==> src/rtl/rr_dispatcher_if.sv <==
// Handshake bundle between one upstream source, the round-robin dispatcher and its WIDTH sinks.
// The slave modport is the dispatcher's view; master is the surrounding environment's view.
interface rr_dispatcher_if #(
   parameter int WIDTH  = 4,
   parameter int DATA_W = 8
);
   localparam int IDX_W = $clog2(WIDTH);

   logic [WIDTH-1:0]  i_en;
   logic              i_valid;
   logic [DATA_W-1:0] i_data;
   logic              o_ready;
   logic [WIDTH-1:0]  o_valid;
   logic [DATA_W-1:0] o_data;
   logic [WIDTH-1:0]  i_ready;
   logic [IDX_W-1:0]  o_idx;
   logic              o_busy;

   modport slave (
      input  i_en, i_valid, i_data, i_ready,
      output o_ready, o_valid, o_data, o_idx, o_busy
   );

   modport master (
      output i_en, i_valid, i_data, i_ready,
      input  o_ready, o_valid, o_data, o_idx, o_busy
   );
endinterface

==> src/rtl/rr_dispatcher.sv <==
// 1-to-N round-robin stream dispatcher with a one-entry holding register: each accepted word
// goes to the next enabled channel after the last one served and is never retracted once shown.
module rr_dispatcher #(
   parameter int WIDTH  = 4,
   parameter int DATA_W = 8
) (
   input  logic           i_clk,
   input  logic           i_rst_n,
   rr_dispatcher_if.slave bus
);
   localparam int IDX_W = $clog2(WIDTH);
   localparam int CW    = IDX_W + 1;

   localparam logic [0:0]    ST_EMPTY = 1'b0;
   localparam logic [0:0]    ST_FULL  = 1'b1;
   localparam logic [CW-1:0] WIDTH_C  = CW'(WIDTH);

   logic [0:0]        state_q, state_d;
   logic [DATA_W-1:0] hold_data_q, hold_data_d;
   logic [IDX_W-1:0]  hold_idx_q, hold_idx_d;
   logic [IDX_W-1:0]  last_idx_q, last_idx_d;

   logic              hold_valid;
   logic              any_en;
   logic              out_fire;
   logic              in_fire;
   logic [IDX_W-1:0]  next_idx;
   logic [IDX_W-1:0]  cand_idx [WIDTH];
   logic [WIDTH-1:0]  cand_en;

   assign hold_valid = (state_q == ST_FULL);
   assign any_en     = |bus.i_en;
   assign out_fire   = hold_valid & bus.i_ready[hold_idx_q];

   // Gated by reset so nothing is accepted while the dispatcher is held in reset.
   assign bus.o_ready = i_rst_n & (~hold_valid | out_fire) & any_en;
   assign in_fire     = bus.i_valid & bus.o_ready;

   // Candidate gi is the channel (gi+1) places after last_idx; the last candidate is last_idx itself.
   generate
      for (genvar gi = 0; gi < WIDTH; gi++) begin : g_cand
         logic [CW-1:0] sum;
         assign sum          = {1'b0, last_idx_q} + CW'(gi + 1);
         assign cand_idx[gi] = (sum >= WIDTH_C) ? IDX_W'(sum - WIDTH_C) : sum[IDX_W-1:0];
         assign cand_en[gi]  = bus.i_en[cand_idx[gi]];
      end
   endgenerate

   // Lowest-offset enabled candidate wins; scanning downward lets it overwrite later ones.
   always_comb begin
      next_idx = last_idx_q;
      for (int k = WIDTH - 1; k >= 0; k--) begin
         if (cand_en[k]) begin
            next_idx = cand_idx[k];
         end
      end
   end

   always_comb begin
      state_d     = state_q;
      hold_data_d = hold_data_q;
      hold_idx_d  = hold_idx_q;
      last_idx_d  = last_idx_q;
      if (in_fire) begin
         state_d     = ST_FULL;
         hold_data_d = bus.i_data;
         hold_idx_d  = next_idx;
         last_idx_d  = next_idx;
      end else if (out_fire) begin
         state_d = ST_EMPTY;
      end
   end

   always_ff @(posedge i_clk or negedge i_rst_n) begin
      if (!i_rst_n) begin
         state_q     <= ST_EMPTY;
         hold_data_q <= '0;
         hold_idx_q  <= '0;
         last_idx_q  <= IDX_W'(WIDTH - 1);
      end else begin
         state_q     <= state_d;
         hold_data_q <= hold_data_d;
         hold_idx_q  <= hold_idx_d;
         last_idx_q  <= last_idx_d;
      end
   end

   generate
      for (genvar gi = 0; gi < WIDTH; gi++) begin : g_valid
         assign bus.o_valid[gi] = hold_valid & (hold_idx_q == IDX_W'(gi));
      end
   endgenerate

   // Data and index keep their last values when empty because the hold registers only load on accept.
   assign bus.o_data = hold_data_q;
   assign bus.o_idx  = hold_idx_q;
   assign bus.o_busy = hold_valid;
endmodule
==> src/flat_wrapper.sv <==
// flat-port wrapper written by rule: the top's interface ports become plain ports
module rr_dispatcher_flat 
#(
   parameter int WIDTH  = 4,
   parameter int DATA_W = 8
)
  (i_clk, i_rst_n, bus_i_en, bus_i_valid, bus_i_data, bus_i_ready, bus_o_ready, bus_o_valid, bus_o_data, bus_o_idx, bus_o_busy);
  rr_dispatcher_if #(.WIDTH(WIDTH), .DATA_W(DATA_W)) bus_i ();
  input  logic i_clk;
  input  logic i_rst_n;
  input wire logic [$bits(bus_i.i_en)-1:0] bus_i_en;
  input wire logic [$bits(bus_i.i_valid)-1:0] bus_i_valid;
  input wire logic [$bits(bus_i.i_data)-1:0] bus_i_data;
  input wire logic [$bits(bus_i.i_ready)-1:0] bus_i_ready;
  output wire logic [$bits(bus_i.o_ready)-1:0] bus_o_ready;
  output wire logic [$bits(bus_i.o_valid)-1:0] bus_o_valid;
  output wire logic [$bits(bus_i.o_data)-1:0] bus_o_data;
  output wire logic [$bits(bus_i.o_idx)-1:0] bus_o_idx;
  output wire logic [$bits(bus_i.o_busy)-1:0] bus_o_busy;
  assign bus_i.i_en = bus_i_en;
  assign bus_i.i_valid = bus_i_valid;
  assign bus_i.i_data = bus_i_data;
  assign bus_i.i_ready = bus_i_ready;
  assign bus_o_ready = bus_i.o_ready;
  assign bus_o_valid = bus_i.o_valid;
  assign bus_o_data = bus_i.o_data;
  assign bus_o_idx = bus_i.o_idx;
  assign bus_o_busy = bus_i.o_busy;
  rr_dispatcher #(.WIDTH(WIDTH), .DATA_W(DATA_W)) u_core (.i_clk(i_clk), .i_rst_n(i_rst_n), .bus(bus_i));
endmodule
==> config.mk <==
export PLATFORM = sky130hd
export DESIGN_NAME = rr_dispatcher_flat
export DESIGN_NICKNAME = d
export VERILOG_FILES = /design/src/rtl/rr_dispatcher_if.sv /design/src/rtl/rr_dispatcher.sv /design/src/flat_wrapper.sv
export SDC_FILE = /design/constraint.sdc
export NUM_CORES = 1
export LEC_CHECK = 0
export CAP_MARGIN = 30
export CORE_MARGIN = 5
export CORE_UTILIZATION = 39
export CTS_CLUSTER_SIZE = 24
export DETAILED_ROUTE_END_ITERATION = 6
export PLACE_DENSITY = 0.74
export SLEW_MARGIN = 20
export SYNTH_ARGS = -nofsm -noshare
export SYNTH_HDL_FRONTEND = slang
export SYNTH_SLANG_ARGS = --single-unit
==> constraint.sdc <==
create_clock -name i_clk -period 1.72 [get_ports i_clk]
set_input_delay 0.172 -clock i_clk [delete_from_list [all_inputs] [get_ports i_clk]]
set_output_delay 0.172 -clock i_clk [all_outputs]
set_load 0.02 [all_outputs]
Word-level counts from Yosys, hierarchy flattened:

Cells that the tools add are included.

* $lt $le $gt $ge: 9
* bitwise logic cells: 10
* divide/modulo/power cells: 0
* equality and inequality tests: 3
* $add $sub $neg: 8
* mux-type cells: 20
* shift-type cells: 0
* reductions and logical operators: 3
* multiply operators: 0

Operators by type and width (number)
* 2-to-1 mux 2 bit: 8
* < comparator 2 x 3 -> 1 bit (second input constant): 5
* greater-or-equal comparator 3 bit (second input constant): 4
* binary-select mux 1 bit (select 2 bit): 5
* AND 1 bit: 8
* subtractor 2 x 1 -> 2 bit (second input constant): 4
* 2-to-1 mux 1 bit: 7
* adder 2 x 2 -> 3 bit (second input constant): 2
* == test 2 bit (second input constant): 2
* OR reduction 4 bit: 1
* adder 2 x 1 -> 3 bit (second input constant): 1
* adder 2 x 3 -> 3 bit (second input constant): 1
* == test 2 x 1 -> 1 bit (second input constant): 1
* logical NOT 2 bit: 1
* nonzero test 2 bit: 1
* NOT 1 bit: 1
* bitwise OR 1 bit: 1

* memories: 0
* memory bits (writable): 0
* bits in latches: 0
* register bits after elaboration: 13
* bits in read-only memories: 0
* input bits: 19
* output and inout bits: 16

Logic depth before layout (Yosys ltp):

Gate-level depths: netlist (run 1).

* word-level depth: 9
* depth in mapped cells: 5
* depth with buffers taken out: 4

Worst setup path after synthesis (run 1):

OpenSTA, ideal clock, no wires.

* kind: flip-flop to flip-flop
* start: register u_core.hold_idx_q[1], in the netlist u_core.bus.o_idx[1]
* end: register u_core.hold_data_q[0], in the netlist u_core.bus.o_data[0]
* slack: 26 ps
* path buffers: 1
* data arrival time: 1569 ps
* stages on the path, launching flop included: 6
* clock period less this slack: 1694 ps
* library setup time: 125 ps
* cells stage by stage: dfrtp_1 mux2_2 o22ai_4 nor2_4 buf_6 mux2_4

* cells in the longest elaborated chain, start to end: 7

RTL lines
* from (decl): RTL line rr_dispatcher.sv:20 `logic [IDX_W-1:0] hold_idx_q, hold_idx_d;`
* from (signal assigned): RTL line rr_dispatcher.sv:83 `hold_idx_q <= hold_idx_d;`
* binary-select mux 1 bit (select 2 bit): RTL line rr_dispatcher.sv:33 `assign out_fire = hold_valid & bus.i_ready[hold_idx_q];`
* 2-to-1 mux 1 bit (implied by the code): RTL line rr_dispatcher.sv:33
* AND 1 bit: RTL line rr_dispatcher.sv:33
* bitwise OR 1 bit: RTL line rr_dispatcher.sv:36 `assign bus.o_ready = i_rst_n & (~hold_valid | out_fire) & any_en;`
* AND 1 bit (2 in a row): RTL line rr_dispatcher.sv:36
* AND 1 bit: RTL line rr_dispatcher.sv:37 `assign in_fire = bus.i_valid & bus.o_ready;`
* to (signal assigned): RTL line rr_dispatcher.sv:82 `hold_data_q <= hold_data_d;`
* to (decl): RTL line rr_dispatcher.sv:19 `logic [DATA_W-1:0] hold_data_q, hold_data_d;`

Every way passes these cells. The select of a mux whose other input is x is not followed.
A chain may end at the register's enable or synchronous reset.

Final worst setup path (run 1):

* start: register u_core.hold_idx_q[1], in the netlist u_core.bus.o_idx[1]
* end: register u_core.hold_data_q[3], in the netlist u_core.bus.o_data[3]

The elaborated chain is that of the path after synthesis.

==> flow_summary.yaml, run 1 <==
status:
  outcome: "finished clean"
routing:
  vias: 616
  first_pass_iters: 4
  drt-vias-per-instance: 4.74
  wl_mm: 1.70
  avgRoutedWirePerCell_um: 13.0
  ant_nets: 0
  drc: 0
  first_iter_violations: 5
worst_setup_path:
  worstSetupPathType: "reg2reg"
  endpoint_kind: "flop"
  worst-r2r-cell-count: 6
  slowest_stage: "dfrtp_2"
  rr_startpoint: "u_core.bus.o_idx[1]"
  rrSetupSlack_ps: 70
  critPathLaunchType: "flop"
  cp.depth: 6
  path_max_fanout: 8
  rr_endpoint: "u_core.bus.o_data[3]"
  path_buf_inv: 2
  path_cells: "mux2_4 -> o22ai_4 -> buf_6 -> nor2_4 -> buf_12 -> mux2_1"
  cp_top_family: "multiplexers"
  critPathLaunch: "u_core.bus.o_idx[1]"
  crit_required_ps: 1870
  slowest_delay_ps: 440
  arrival_ps: 1800
  cp-endpoint: "u_core.bus.o_data[3]"
cts:
  clk_pin_slew_ps: 70
  cts_tree: "done"
  post_cts_buffers: 0
  cts_buffer_depth: 2
  root_buffer: "clkbuf_4"
  holdBufCountCts: 0
  numCtsBuffers: 3
  clock_sinks: 13
  worstSkewPairLatency_ps: 270
  htreeDepth: 1
power:
  power_mw: 1.77
  vdd_drop_max_mv: 0.965
  p_per_area_mw_per_mm2: 1490
  leakagePower_nw: 0.541
logic_synthesis:
  syn_nets: 76
  yosysWarnings: 0
  synthesis.area_um2: 708
  synthCells: 57
  syn-mean-instance-area_um2: 12.4
  ys_seq_area_frac: 0.463
  synth_seq_cells: 13
  ys_types: 20
floorplanning:
  ioPinCount: 35
  start_util: 0.410
  die_h_um: 52.6
  die_w_um: 52.6
  die_area_mm2: 0.00277
  core_mm2: 0.00173
  placementRows: 15
timing:
  max_slew_margin: 0.737
  fin_crit_sh: 0.958
  final.setup.tns_ps: 0
  finalSetupViolations: 0
  grt_setup_unrepaired: "false"
  hold_viol_final: 0
  finalMaxSlewViolations: 0
  tightestPinTransition_ps: 395
  clock.fmax_mhz: 607
  finalClockSkew_ps: 4.94
  fin_crit_ps: 1650
flow_run:
  drv_cap: 0
placement:
  io_buffers: 34
  hpwl_mm: 1.37
  routabilityCongestion: 0.736
  dpl-instance-area_mm2: 0.00116
cells_and_area:
  insertedDiodeCount: 0
  utilization: 0.686
  area_delta_synth_final_pct: 67.3
  post-route-cell-area_mm2: 0.00118
  num-nets-final: 125
  layout-drive-gt1-share: 0.305
grt:
  grt_pass1_vias: 681
  grt_max_degree: 14
  antenna_found_initial: 0
  grt_use_total: 0.143
  grt_pass1_wl_mm: 2.90
  grt-ovfl-total: 0
hold_path:
  hp-class: "in2async"
==> routing by layer <==
layer  part of all wire  vias up  track usage  routed length (um)
met4              0.017        0       0.0681                  29
met3               0.13        5       0.0570                 226
met2               0.45       37        0.242                 760
li1                   -      294            -                   -
met1               0.40      280        0.153                 679
met5                  0        -            0                   0
==> metrics by stage <==
stage                     std cells  worst slack [ps]  hold slack, ps
after global routing            130              8.86             306
after global placement          126             -97.8             467
final                           130              73.0             290
after CTS                       130              21.6             295
after floorplan                  57              25.6            -124
after detailed placement        126              -133             482
==> final cells by class <==
| type | instances | area [um2] |
|---|---|---|
| fillers | 148 | 542 |
| flip-flops and latches | 13 | 329 |
| clock buffers | 4 | 26.3 |
| well taps | 25 | 31.3 |
| repair buffers | 45 | 429 |
| inverters | 5 | 18.8 |
| multi-input cells | 38 | 350 |
==> what timing repair did <==
item	in CTS	in global routing
pin swaps	0	0
hold endpoints to repair	0	0
gates resized for setup	7	3
endpoints found under the setup margin	5	11
==> placed cells by master (no fill, tap or decap), types with 2 or more instances in the layout <==
cell,n
mux2i_1,2
buf_4,9
mux2_1,2
nor2_1,8
mux2_4,9
dlygate4sd2_1,4
a221oi_1,2
clkbuf_4,3
dfrtp_1,10
nand2b_1,3
clkdlybuf4s50_1,29
inv_1,5
nand2_1,2
o21ai_0,2
dfstp_2,2
==> cell usage after synthesis <==
library cell / count / area [um2]
a21boi_1: 1 / 7.51
a221oi_1: 2 / 17.5
buf_6: 1 / 11.3
dfrtp_1: 11 / 275
dfstp_2: 2 / 52.6
inv_1: 5 / 18.8
mux2_1: 2 / 22.5
mux2_2: 1 / 11.3
mux2_4: 9 / 135
mux2i_1: 2 / 20.0
nand2_1: 2 / 7.51
nand2b_1: 3 / 18.8
nor2_1: 8 / 30.0
nor2_4: 1 / 11.3
o21ai_0: 2 / 10.0
o21bai_1: 1 / 7.51
o22ai_4: 1 / 20.0
o2bb2ai_1: 1 / 8.76
o41ai_2: 1 / 16.3
or2_2: 1 / 6.26
==> cell families (layout without fill, tap and decap cells) <==
kind of cell,after synthesis,in the layout,synth area share
multiplexers,14,14,0.267
AO/OA/AOI/OAI,9,9,0.124
AND/OR/NAND/NOR,15,15,0.104
flip-flops,13,13,0.463
buffers and inverters,6,54,0.0424
==> power breakdown <==
part           switching (mW)  leakage, nW  internal [mW]
Combinational           0.455        0.377          0.570
Sequential              0.106        0.148          0.462
Clock                  0.0886       0.0150         0.0898
==> how the worst min path moves through the flow <==
| stage | depth (start not counted) | slack [ps] | endpoint |
|---|---|---|---|
| after floorplan | 0 | -120 | u_core.bus.o_busy |
| after global placement | 1 | 470 | u_core.bus.o_data[3] |
| after detailed placement | 1 | 480 | u_core.bus.o_data[3] |
| after CTS | 2 | 300 | u_core.bus.o_data[6] |
| after global routing | 2 | 310 | u_core.bus.o_data[4] |
| final | 2 | 290 | u_core.bus.o_data[6] |
==> registers in the layout, indices dropped and copies added, names as in the netlist <==
signal and cells:
u_core.bus.o_data 8, u_core.bus.o_idx 2, u_core.bus.o_busy 1, u_core.last_idx_q 2
Note: power is estimated with default switching activity, not from simulation.
==> inputs of run 2 (changes only) <==
GPL_ROUTABILITY_DRIVEN = 0   (was unset)
==> results of run 2 <==
Same layout as run 1: the final DEF is identical, and so are final timing and power.
